==> config.mk <==
export PLATFORM = sky130hd
export DESIGN_NAME = instr_stream_loader
export DESIGN_NICKNAME = d
export VERILOG_FILES = /design/src/rtl/instr_stream_loader.sv
export SDC_FILE = /design/constraint.sdc
export NUM_CORES = 1
export LEC_CHECK = 0
export CAP_MARGIN = 25
export CORE_MARGIN = 1
export CORE_UTILIZATION = 40
export CTS_CLUSTER_DIAMETER = 40
export DETAILED_ROUTE_END_ITERATION = 16
export PLACE_DENSITY_LB_ADDON = 0.3
export SLEW_MARGIN = 20
export SYNTH_ARGS = -nofsm -noshare
export SYNTH_HDL_FRONTEND = slang
export SYNTH_SLANG_ARGS = --single-unit
export TNS_END_PERCENT = 10
==> constraint.sdc <==
create_clock -name clk -period 5.8 [get_ports clk]
set_clock_uncertainty 0.05 [all_clocks]
set_input_delay 1.45 -clock clk [delete_from_list [all_inputs] [get_ports clk]]
set_output_delay 1.45 -clock clk [all_outputs]
set_load 0.005 [all_outputs]
==> src/rtl/instr_stream_loader.sv <==
// Serialises 32-bit instruction words into a framed byte stream (0xFE, data MSB first, 0xFF)
// for the instruction memory byte-load port. One session per reset.
module instr_stream_loader #(
    parameter int unsigned MAX_WORDS = 64,
    parameter logic [7:0]  IDLE_BYTE = 8'h00
) (
    input  logic        clk,
    input  logic        reset,
    input  logic        start_i,
    input  logic [6:0]  num_words_i,
    input  logic [31:0] word_i,
    input  logic        word_valid_i,
    output logic        word_ready_o,
    output logic [7:0]  instr_o,
    output logic        busy_o,
    output logic        done_o,
    output logic        underrun_o,
    output logic        ff_sub_o
);

    localparam logic [7:0] START_BYTE = 8'hFE;
    localparam logic [7:0] STOP_BYTE  = 8'hFF;
    localparam logic [6:0] MAX_N      = 7'(MAX_WORDS);

    typedef enum logic [2:0] {
        S_IDLE  = 3'd0,
        S_FILL  = 3'd1,
        S_START = 3'd2,
        S_DATA  = 3'd3,
        S_STOP  = 3'd4,
        S_DONE  = 3'd5
    } state_t;

    // 0xFF inside the data would end the frame at the receiver, so it goes out as 0x00.
    function automatic logic [7:0] sub_ff(input logic [7:0] data_byte);
        if (data_byte == STOP_BYTE) begin
            return 8'h00;
        end else begin
            return data_byte;
        end
    endfunction

    function automatic logic legal_count(input logic [6:0] count);
        return (count != 7'd0) && (count <= MAX_N);
    endfunction

    state_t      state_r, state_s;
    logic [31:0] slot0_r, slot1_r;
    logic        slot0_full_r, slot1_full_r;
    logic [1:0]  byte_idx_r;
    logic [6:0]  n_r, acc_cnt_r, sent_cnt_r;
    logic [7:0]  instr_r;
    logic        busy_r, done_r, underrun_r, ff_sub_r;

    logic        boundary_s, more_s, advance_s, starve_s, active_s;
    logic        ready_s, take_s, busy_s;
    logic [7:0]  cur_byte_s;

    // Handshake and word-boundary decode, all from registered state.
    always_comb begin
        boundary_s = (state_r == S_DATA) && (byte_idx_r == 2'd0);
        more_s     = sent_cnt_r < n_r;
        advance_s  = boundary_s && more_s && slot1_full_r;
        starve_s   = boundary_s && more_s && !slot1_full_r;
        active_s   = (state_r == S_FILL) || (state_r == S_START) || (state_r == S_DATA);
        ready_s    = active_s && (!slot1_full_r || boundary_s) && (acc_cnt_r < n_r);
        take_s     = ready_s && word_valid_i;
        cur_byte_s = slot0_r[{byte_idx_r, 3'b000} +: 8];
    end

    // Next-state logic.
    always_comb begin
        state_s = state_r;
        case (state_r)
            S_IDLE: begin
                if (start_i && legal_count(num_words_i)) begin
                    state_s = S_FILL;
                end else begin
                    state_s = S_IDLE;
                end
            end
            S_FILL: begin
                if (slot0_full_r) begin
                    state_s = S_START;
                end else begin
                    state_s = S_FILL;
                end
            end
            S_START: state_s = S_DATA;
            S_DATA: begin
                if (boundary_s && !advance_s) begin
                    state_s = S_STOP;
                end else begin
                    state_s = S_DATA;
                end
            end
            S_STOP:  state_s = S_DONE;
            S_DONE:  state_s = S_DONE;
            default: state_s = S_IDLE;
        endcase
        busy_s = (state_s == S_FILL) || (state_s == S_START) ||
                 (state_s == S_DATA) || (state_s == S_STOP);
    end

    // State register.
    always_ff @(posedge clk or posedge reset) begin
        if (reset) begin
            state_r <= S_IDLE;
        end else begin
            state_r <= state_s;
        end
    end

    // Double buffer, byte index and session counters.
    always_ff @(posedge clk or posedge reset) begin
        if (reset) begin
            slot0_r      <= 32'h0000_0000;
            slot1_r      <= 32'h0000_0000;
            slot0_full_r <= 1'b0;
            slot1_full_r <= 1'b0;
            byte_idx_r   <= 2'd0;
            n_r          <= 7'd0;
            acc_cnt_r    <= 7'd0;
            sent_cnt_r   <= 7'd0;
        end else begin
            if ((state_r == S_IDLE) && start_i && legal_count(num_words_i)) begin
                n_r <= num_words_i;
            end
            if (take_s) begin
                acc_cnt_r <= acc_cnt_r + 7'd1;
            end
            // slot1 may drain into slot0 and refill from the source on the same edge.
            if (advance_s) begin
                slot0_r      <= slot1_r;
                sent_cnt_r   <= sent_cnt_r + 7'd1;
                slot1_full_r <= take_s;
                if (take_s) begin
                    slot1_r <= word_i;
                end
            end else if (take_s) begin
                if (!slot0_full_r) begin
                    slot0_r      <= word_i;
                    slot0_full_r <= 1'b1;
                    sent_cnt_r   <= sent_cnt_r + 7'd1;
                end else begin
                    slot1_r      <= word_i;
                    slot1_full_r <= 1'b1;
                end
            end
            if (state_r == S_START) begin
                byte_idx_r <= 2'd3;
            end else if (state_r == S_DATA) begin
                byte_idx_r <= byte_idx_r - 2'd1;
            end
        end
    end

    // Registered stream byte and status flags; the flags are sticky until reset.
    always_ff @(posedge clk or posedge reset) begin
        if (reset) begin
            instr_r    <= IDLE_BYTE;
            busy_r     <= 1'b0;
            done_r     <= 1'b0;
            underrun_r <= 1'b0;
            ff_sub_r   <= 1'b0;
        end else begin
            case (state_r)
                S_START: instr_r <= START_BYTE;
                S_DATA:  instr_r <= sub_ff(cur_byte_s);
                S_STOP:  instr_r <= STOP_BYTE;
                default: instr_r <= IDLE_BYTE;
            endcase
            busy_r <= busy_s;
            if ((state_r == S_DATA) && (cur_byte_s == STOP_BYTE)) begin
                ff_sub_r <= 1'b1;
            end
            if (starve_s) begin
                underrun_r <= 1'b1;
            end
            if (state_r == S_STOP) begin
                done_r <= 1'b1;
            end
        end
    end

    assign word_ready_o = ready_s;
    assign instr_o      = instr_r;
    assign busy_o       = busy_r;
    assign done_o       = done_r;
    assign underrun_o   = underrun_r;
    assign ff_sub_o     = ff_sub_r;

endmodule

### Word-level counts from Yosys, hierarchy flattened

Index checks and enable logic that the tools add are counted.

| cells by class | value |
|---|---|
| add/sub/neg operators | 3 |
| multiply operators | 0 |
| divide/modulo/power cells | 0 |
| magnitude comparators | 3 |
| equality and inequality tests | 11 |
| shifts and indexed selects | 1 |
| mux-type cells | 21 |
| bitwise operators | 1 |
| reduce and logical (&&, ||, !) cells | 32 |

Operators with widths:

| operator | count |
|---|---|
| 32-bit two-way mux | 7 |
| 32-bit by 6-bit indexed part select with 8-bit output | 1 |
| 8-bit case mux with 3 select lines | 1 |
| 7-bit two-way mux | 3 |
| 3-bit case mux with 5 select lines | 1 |
| 7-bit by 1-bit adder with 7-bit output (second input constant) | 2 |
| 7-bit < comparator | 2 |
| 1-bit logical AND | 13 |
| 3-bit by 2-bit equality test with 1-bit output (second input constant) | 4 |
| 3-bit equality test (second input constant) | 3 |
| 8-bit equality test (second input constant) | 1 |
| 8-bit two-way mux | 1 |
| 2-bit AND reduction | 4 |
| 7-bit <= comparator (second input constant) | 1 |
| 7-bit nonzero test | 1 |
| 3-bit by 1-bit equality test with 1-bit output (second input constant) | 2 |
| 1-bit logical OR | 6 |
| 2-bit two-way mux | 3 |
| 2-bit nonzero test | 3 |
| 1-bit two-way mux | 4 |
| 3-bit zero test | 1 |
| 3-bit two-way mux | 1 |
| 1-bit zero test | 2 |
| 2-bit zero test | 1 |
| other kinds (4) | 4 |

| word-level totals | value |
|---|---|
| bits in registers | 104 |
| latch bits | 0 |
| memory bits (writable) | 0 |
| bits in read-only memories | 0 |
| input bits | 43 |
| output and inout bits | 13 |
| word-level logic and storage cells | 86 |
| memories | 0 |

### Depth between registers and ports, before layout

Gate-level depths: netlist of run 1.

| depth | value |
|---|---|
| depth after elaboration | 12 |
| gate-level depth with buffers | 11 |
| mapped depth without buffers | 8 |

### Worst setup path before layout of run 1

OpenSTA, ideal clock, no wires.

| path | value |
|---|---|
| path type | reg-to-output |
| start point | register byte_idx_r[1] |
| end point | output word_ready_o |
| arrival | 1.632 ns |
| data required time | 4.300 ns |
| path slack | 2.668 ns |
| cell stages (with the launch flop) | 10 |
| buffers on the path | 3 |
| cell sequence | dfrtp_1 > clkbuf_1 > inv_1 > ha_1 > nand4b_1 > a32oi_1 > o211ai_1 > buf_2 > clkinv_2 > buf_2 |

| on the way | value |
|---|---|
| cells in the longest elaborated chain, start to end | 5 |

Ends and longest elaborated chain:

| what | line | RTL |
|---|---|---|
| from (decl) | 50 | `logic [1:0] byte_idx_r;` |
| from (signal assigned) | 153 | `byte_idx_r <= byte_idx_r - 2'd1;` |
| 2-bit zero test | 61 | `boundary_s = (state_r == S_DATA) && (byte_idx_r == 2'd0);` |
| 1-bit logical AND | 61 |  |
| 1-bit logical OR | 66 | `ready_s = active_s && (!slot1_full_r \|\| boundary_s) && (acc_cnt_r < n_r);` |
| 1-bit logical AND (2 in a row) | 66 |  |
| to (decl) | 13 | `output logic word_ready_o,` |

Every way passes these cells.

### Worst setup path after layout of run 1

| path | value |
|---|---|
| start point | register byte_idx_r[0] |
| end point | output word_ready_o |

Same word-level chain as after synthesis.

==> results of run 1 <==
==> worst min-delay path by stage <==
stage               slack, ps  depth (start not counted)                      from                       end
global placement          400                          1        done_o$_DFFE_PP0P_        done_o$_DFFE_PP0P_
detailed placement        410                          1        done_o$_DFFE_PP0P_        done_o$_DFFE_PP0P_
CTS                       420                          1        done_o$_DFFE_PP0P_        done_o$_DFFE_PP0P_
floorplan                 400                          1  acc_cnt_r[6]$_DFFE_PP0P_  acc_cnt_r[6]$_DFFE_PP0P_
finish                    420                          1        done_o$_DFFE_PP0P_        done_o$_DFFE_PP0P_
global route              460                          1        done_o$_DFFE_PP0P_        done_o$_DFFE_PP0P_
==> sequential cells by signal, indices dropped and copies added (netlist names) <==
signal        cells
slot1_full_r      1
done_o            1
ff_sub_o          1
slot0_full_r      1
n_r               7
busy_o            1
slot1_r          32
slot0_r          32
sent_cnt_r        7
instr_o           8
state_r           3
byte_idx_r        2
acc_cnt_r         7
underrun_o        1
==> kinds of logic (layout without fill, tap and decap cells) <==
logic type / count (synthesis) / count (layout) / share of synthesized area, %
muxes: 49 / 49 / 14.7
and+or+nand+nor: 126 / 126 / 11.9
AOI/OAI and AO/OA: 114 / 114 / 13.8
DFF: 104 / 104 / 50.6
xor gates and xnor gates: 8 / 8 / 1.36
adders and majority gates: 15 / 15 / 3.65
buffers and inverters: 45 / 92 / 3.99
==> report_power, final <==
| part | internal (mW) | switching, mW | total (mW) |
|---|---|---|---|
| sequential | 0.725 | 0 | 0.725 |
| clock | 0.390 | 0.265 | 0.655 |
| combinational | 0.0288 | 0.0247 | 0.0535 |
==> metal layers <==
| metal | up-vias | GRT usage, % | share of wire [%] |
|---|---|---|---|
| li1 | 1772 | - | - |
| met1 | 1894 | 27.5 | 48 |
| met2 | 126 | 27.4 | 46 |
| met3 | 13 | 3.58 | 5.4 |
| met4 | 0 | 6.41 | 1.3 |
| met5 | - | 0 | 0 |
==> critical path, delay by kind of cell, from the launching register on <==
kind / cells / cell delay, ps
and+or+nand+nor: 1 / 110
AOI/OAI and AO/OA: 2 / 170
buffers and inverters: 4 / 1020
DFF: 1 / 680
adders and majority gates: 1 / 240
==> cell type report <==
class                           instances  area [um2]  area share [%]
Clock inverter                          5        78.8            1.28
Clock buffer                           11         243            3.93
Multi-Input combinational cell        312        2340            38.0
Inverter                               14        56.3           0.912
Sequential cell                       104        2600            42.2
Timing Repair Buffer                   62         631            10.2
Tap cell                              172         215            3.49
==> metrics by stage <==
step	hold slack, ps	instance area (um2)	std cells
finish	416	6170	680
global route	458	6170	680
CTS	424	6120	678
detailed placement	408	5800	662
global placement	402	5800	662
floorplan	400	5140	461
==> cell usage in the layout, fill, tap and decap left out, types with 9 or more instances in the layout <==
| cell | instances |
|---|---|
| mux2_2 | 11 |
| mux2_4 | 30 |
| clkdlybuf4s50_1 | 55 |
| nor2_1 | 37 |
| inv_1 | 12 |
| nand3_1 | 37 |
| o21ai_0 | 48 |
| nand2_1 | 21 |
| nand4_1 | 9 |
| clkbuf_16 | 9 |
| a31oi_1 | 35 |
| ha_1 | 15 |
| dfrtp_1 | 104 |
==> flow_summary.toml, run 1 <==
[synthesis]
avgSynthCellArea_um2 = 11.2
ys_ff_latch = 104
netlist.area_leader.share_pct = 50.6
ys_seq_area_share_pct = 50.6
synthFlopType = "dfrtp_1"
synth-edff-count = 0
synthCells = 461
synth_area_um2 = 5140
yosysTopAreaCell = "dfrtp_1"
ys_types = 45
netlist_top_cells_area = "dfrtp_1 (51%), mux2_4 (8.8%), o21ai_0 (4.7%)"
syn-num-nets = 519
synthArstFlopShare_pct = 100
synth.most_common_cell = "dfrtp_1"
ys_warn_count = 0
synth_common_cells = "dfrtp_1 (104), o21ai_0 (48), nand3_1 (37), nor2_1 (37), a31oi_1 (35)"

[detailed_routing]
wl_per_cell_um = 17.1
drt_iter0_drc = 284
drt-pass1-iter-count = 8
wl_um = 11600
ant_nets = 0
drc = 0
vias = 3805
vias_per_cell = 5.60

[floorplan]
initial_core_util_pct = 40.9
rows = 41
die_h_um = 115
die_x_um = 115
io_pins = 56
core_um2 = 12600
die_area_um2 = 13300

[timing]
fmax_ghz = 0.245
worst_slew_margin_rel_pct = 47.7
layout_setup_ws_ps = 1720
rsz0062_at_grt = "false"
slew_viol_final = 0
tns_ps = 0
final_hold_viol_count = 0
setup_violations = 0
fin_crit_ps = 4080
tightest_slew_ps = 781
fin_crit_sh_pct = 70.4

[clock_tree]
clock-sinks = 104
cts_buffers = 9
clk_pin_slew_ps = 70
postCtsHoldBufs = 0
clk_path_buf_depth = 2
clkLatencyLatePin_ps = 350
post_cts_buffers = 0
cts_resized = 0
cts_root_buffer = "clkbuf_16"
cts_htree_levels = 3
cts_tree = "yes"

[place]
place_congestion = 0.781
dpl.hpwl_um = 7660
io_buffers = 55
pre_cts_slack_ps = 2010

[worst_setup_path]
cp.required_ps = 4300
critPathKind = "flop to primary output"
worst_path_largest_cell_delay_ps = 680
crit_path_start = "byte_idx_r[0]$_DFFE_PP0P_"
worst_path_max_delay_cell = "dfrtp_1"
cp-endpoint = "word_ready_o"
path_cells = "inv_1, ha_1, nand4b_1, a32oi_1, o211ai_1, buf_4, clkinv_2, clkdlybuf4s50_1"
reg2reg_depth = 11
r2r_start = "byte_idx_r[0]$_DFFE_PP0P_"
start_kind = "flop"
crit-reg2reg-capture = "slot1_r[1]$_DFFE_PP0P_"
rrSetupSlack_ps = 2450
cp.arrival_ps = 2580
crit_path_end_kind = "primary output"
path_max_fanout = 38

[min_path]
holdCritPathClass = "flop to flop"

[power]
p_leak_nw = 2.65
ir_worst_vdd_mv = 0.106
power.density_nw_per_um2 = 232
finalPower_mw = 1.43

[grt]
grt_max_degree = 75
gr-usage-all-layers_pct = 18.7
grt-ovfl-total = 0
antenna_found_initial = 0
grt_pass1_wl_um = 19100
first_global_vias = 3710

[cells_and_area]
diodes = 0
syn_to_final_growth_pct = 20.0
post-route-util_pct = 49.1
nets = 561
fill_cells = 1149
drive_gt1_share_pct = 16.3

[status]
status = "finished clean"

[run]
cap_violations = 0
Note: power is estimated with default switching activity, not from simulation.
==> inputs of run 2 (changes only) <==
==> constraint.sdc (replaced) <==
create_clock -name clk -period 3.5 [get_ports clk]
set_clock_uncertainty 0.05 [all_clocks]
set_input_delay 0.875 -clock clk [delete_from_list [all_inputs] [get_ports clk]]
set_output_delay 0.875 -clock clk [all_outputs]
set_load 0.005 [all_outputs]
==> flow_summary.toml, run 2 (same netlist as run 1, synthesis figures left out) <==
[status]
status = "finished clean"

[clock_tree]
cts_tree = "yes"
clk_path_buf_depth = 2
clk_pin_slew_ps = 70
post_cts_buffers = 0
postCtsHoldBufs = 0
cts_root_buffer = "clkbuf_16"
clock-sinks = 104
clkLatencyLatePin_ps = 350
cts_resized = 0
cts_htree_levels = 3
cts_buffers = 9

[place]
dpl.hpwl_um = 8110
postPlaceCellArea_um2 = 5870
io_buffers = 55
place_congestion = 0.793

[cells_and_area]
layout_commonest_cell = "dfrtp_1"
final_cell_mix = "dfrtp_1 (104), clkdlybuf4s50_1 (55), o21ai_0 (48)"
drive_gt1_share_pct = 17.2
fill_cells = 1146
post-route-util_pct = 49.4
postLayoutCellArea_um2 = 6210
nets = 566
syn_to_final_growth_pct = 20.8
diodes = 0

[timing]
slew_viol_final = 0
worst_slew_margin_rel_pct = 53.2
rsz0062_at_grt = "false"
fin_crit_sh_pct = 93.6
holdWs_ps = 415
final_hold_viol_count = 0
tns_ps = 0
setup_violations = 0
fin_crit_ps = 3280
fmax_ghz = 0.305
tightest_slew_ps = 702

[grt]
gr-usage-all-layers_pct = 19.4
first_global_vias = 3855
grt-ovfl-total = 0
grt_pass1_wl_um = 19700
grt_max_degree = 41
antenna_found_initial = 0

[worst_setup_path]
worst_path_max_delay_cell = "clkdlybuf4s50_1"
worst_path_largest_cell_delay_ps = 510
critical_path.top_delay_family = "buffers and inverters"
critPathKind = "flop to primary output"
start_kind = "flop"
cp.required_ps = 2570
crit_buf_inv = 3
crit_path_end_kind = "primary output"
path_max_fanout = 4
cp.arrival_ps = 2350
path_cells = "inv_1, ha_1, a2111oi_2, o211ai_1, clkinv_2, clkdlybuf4s50_1"

[power]
power.density_nw_per_um2 = 394
ir_worst_vdd_mv = 0.258
finalPower_mw = 2.45
p_leak_nw = 2.67

[detailed_routing]
wl_um = 11800
drt_iter0_drc = 223
vias = 3781
wl_per_cell_um = 17.3
drc = 0
vias_per_cell = 5.52
drt-pass1-iter-count = 4
ant_nets = 0

[floorplan]
die_h_um = 115
die_area_um2 = 13300
initial_core_util_pct = 40.9
rows = 41
die_x_um = 115
io_pins = 56
core_um2 = 12600

[run]
cap_violations = 0

[min_path]
holdCritPathClass = "flop to flop"
==> run 2: final timing paths <==
path / slack (ps) / end / cells after the start / startpoint
setup / recovery: 220 / word_ready_o / 6 / n_r[6]$_DFFE_PP0P_
hold / removal: 410 / done_o$_DFFE_PP0P_ / 1 / done_o$_DFFE_PP0P_
setup reg to reg: 820 / slot1_r[1]$_DFFE_PP0P_ / 9 / byte_idx_r[1]$_DFFE_PP0P_
hold reg to reg: 410 / done_o$_DFFE_PP0P_ / 1 / done_o$_DFFE_PP0P_
max in group asynchronous: 1760 / slot1_r[13]$_DFFE_PP0P_ / 3 / reset
min in group asynchronous: 870 / slot1_r[3]$_DFFE_PP0P_ / 2 / reset
==> run 2: worst register-to-register path, cell delays in order (launching register included) <==
cell and delay (ps):
dfrtp_1 610, inv_1 90, ha_1 220, nand4b_1 130, a32oi_1 70, o211ai_1 160, clkinv_2 180, o211ai_4 110
buf_4 550, mux2_2 410
==> run 2: routing by layer <==
| metal | track usage (%) | up-vias | part of all wire (%) |
|---|---|---|---|
| met1 | 27.1 | 1881 | 47 |
| met4 | 8.31 | 0 | 2.0 |
| met2 | 29.4 | 111 | 46 |
| met5 | 0 | - | 0 |
| met3 | 3.69 | 14 | 4.6 |
| li1 | - | 1775 | - |
==> run 2: layout make-up <==
class	count	area [um2]	share of cell area [%]
sequential	104	2600	41.9
tap	172	215	3.46
inverter	14	57.6	0.926
clock buffer	11	243	3.91
clock inverter	5	104	1.67
multi-input combinational	312	2340	37.6
timing repair buffer	67	653	10.5
==> run 2: power breakdown <==
part           switching [mW]  internal (mW)  leakage [nW]  total [mW]
clock                   0.439          0.719         0.170        1.16
combinational          0.0409         0.0475          1.28      0.0885
sequential                  0           1.20          1.22        1.20
==> run 2: metrics by stage <==
stage	setup slack (ps)	instances
after floorplan	943	461
after global placement	395	669
after detailed placement	342	669
after CTS	194	685
after global routing	80.4	685
final	223	685
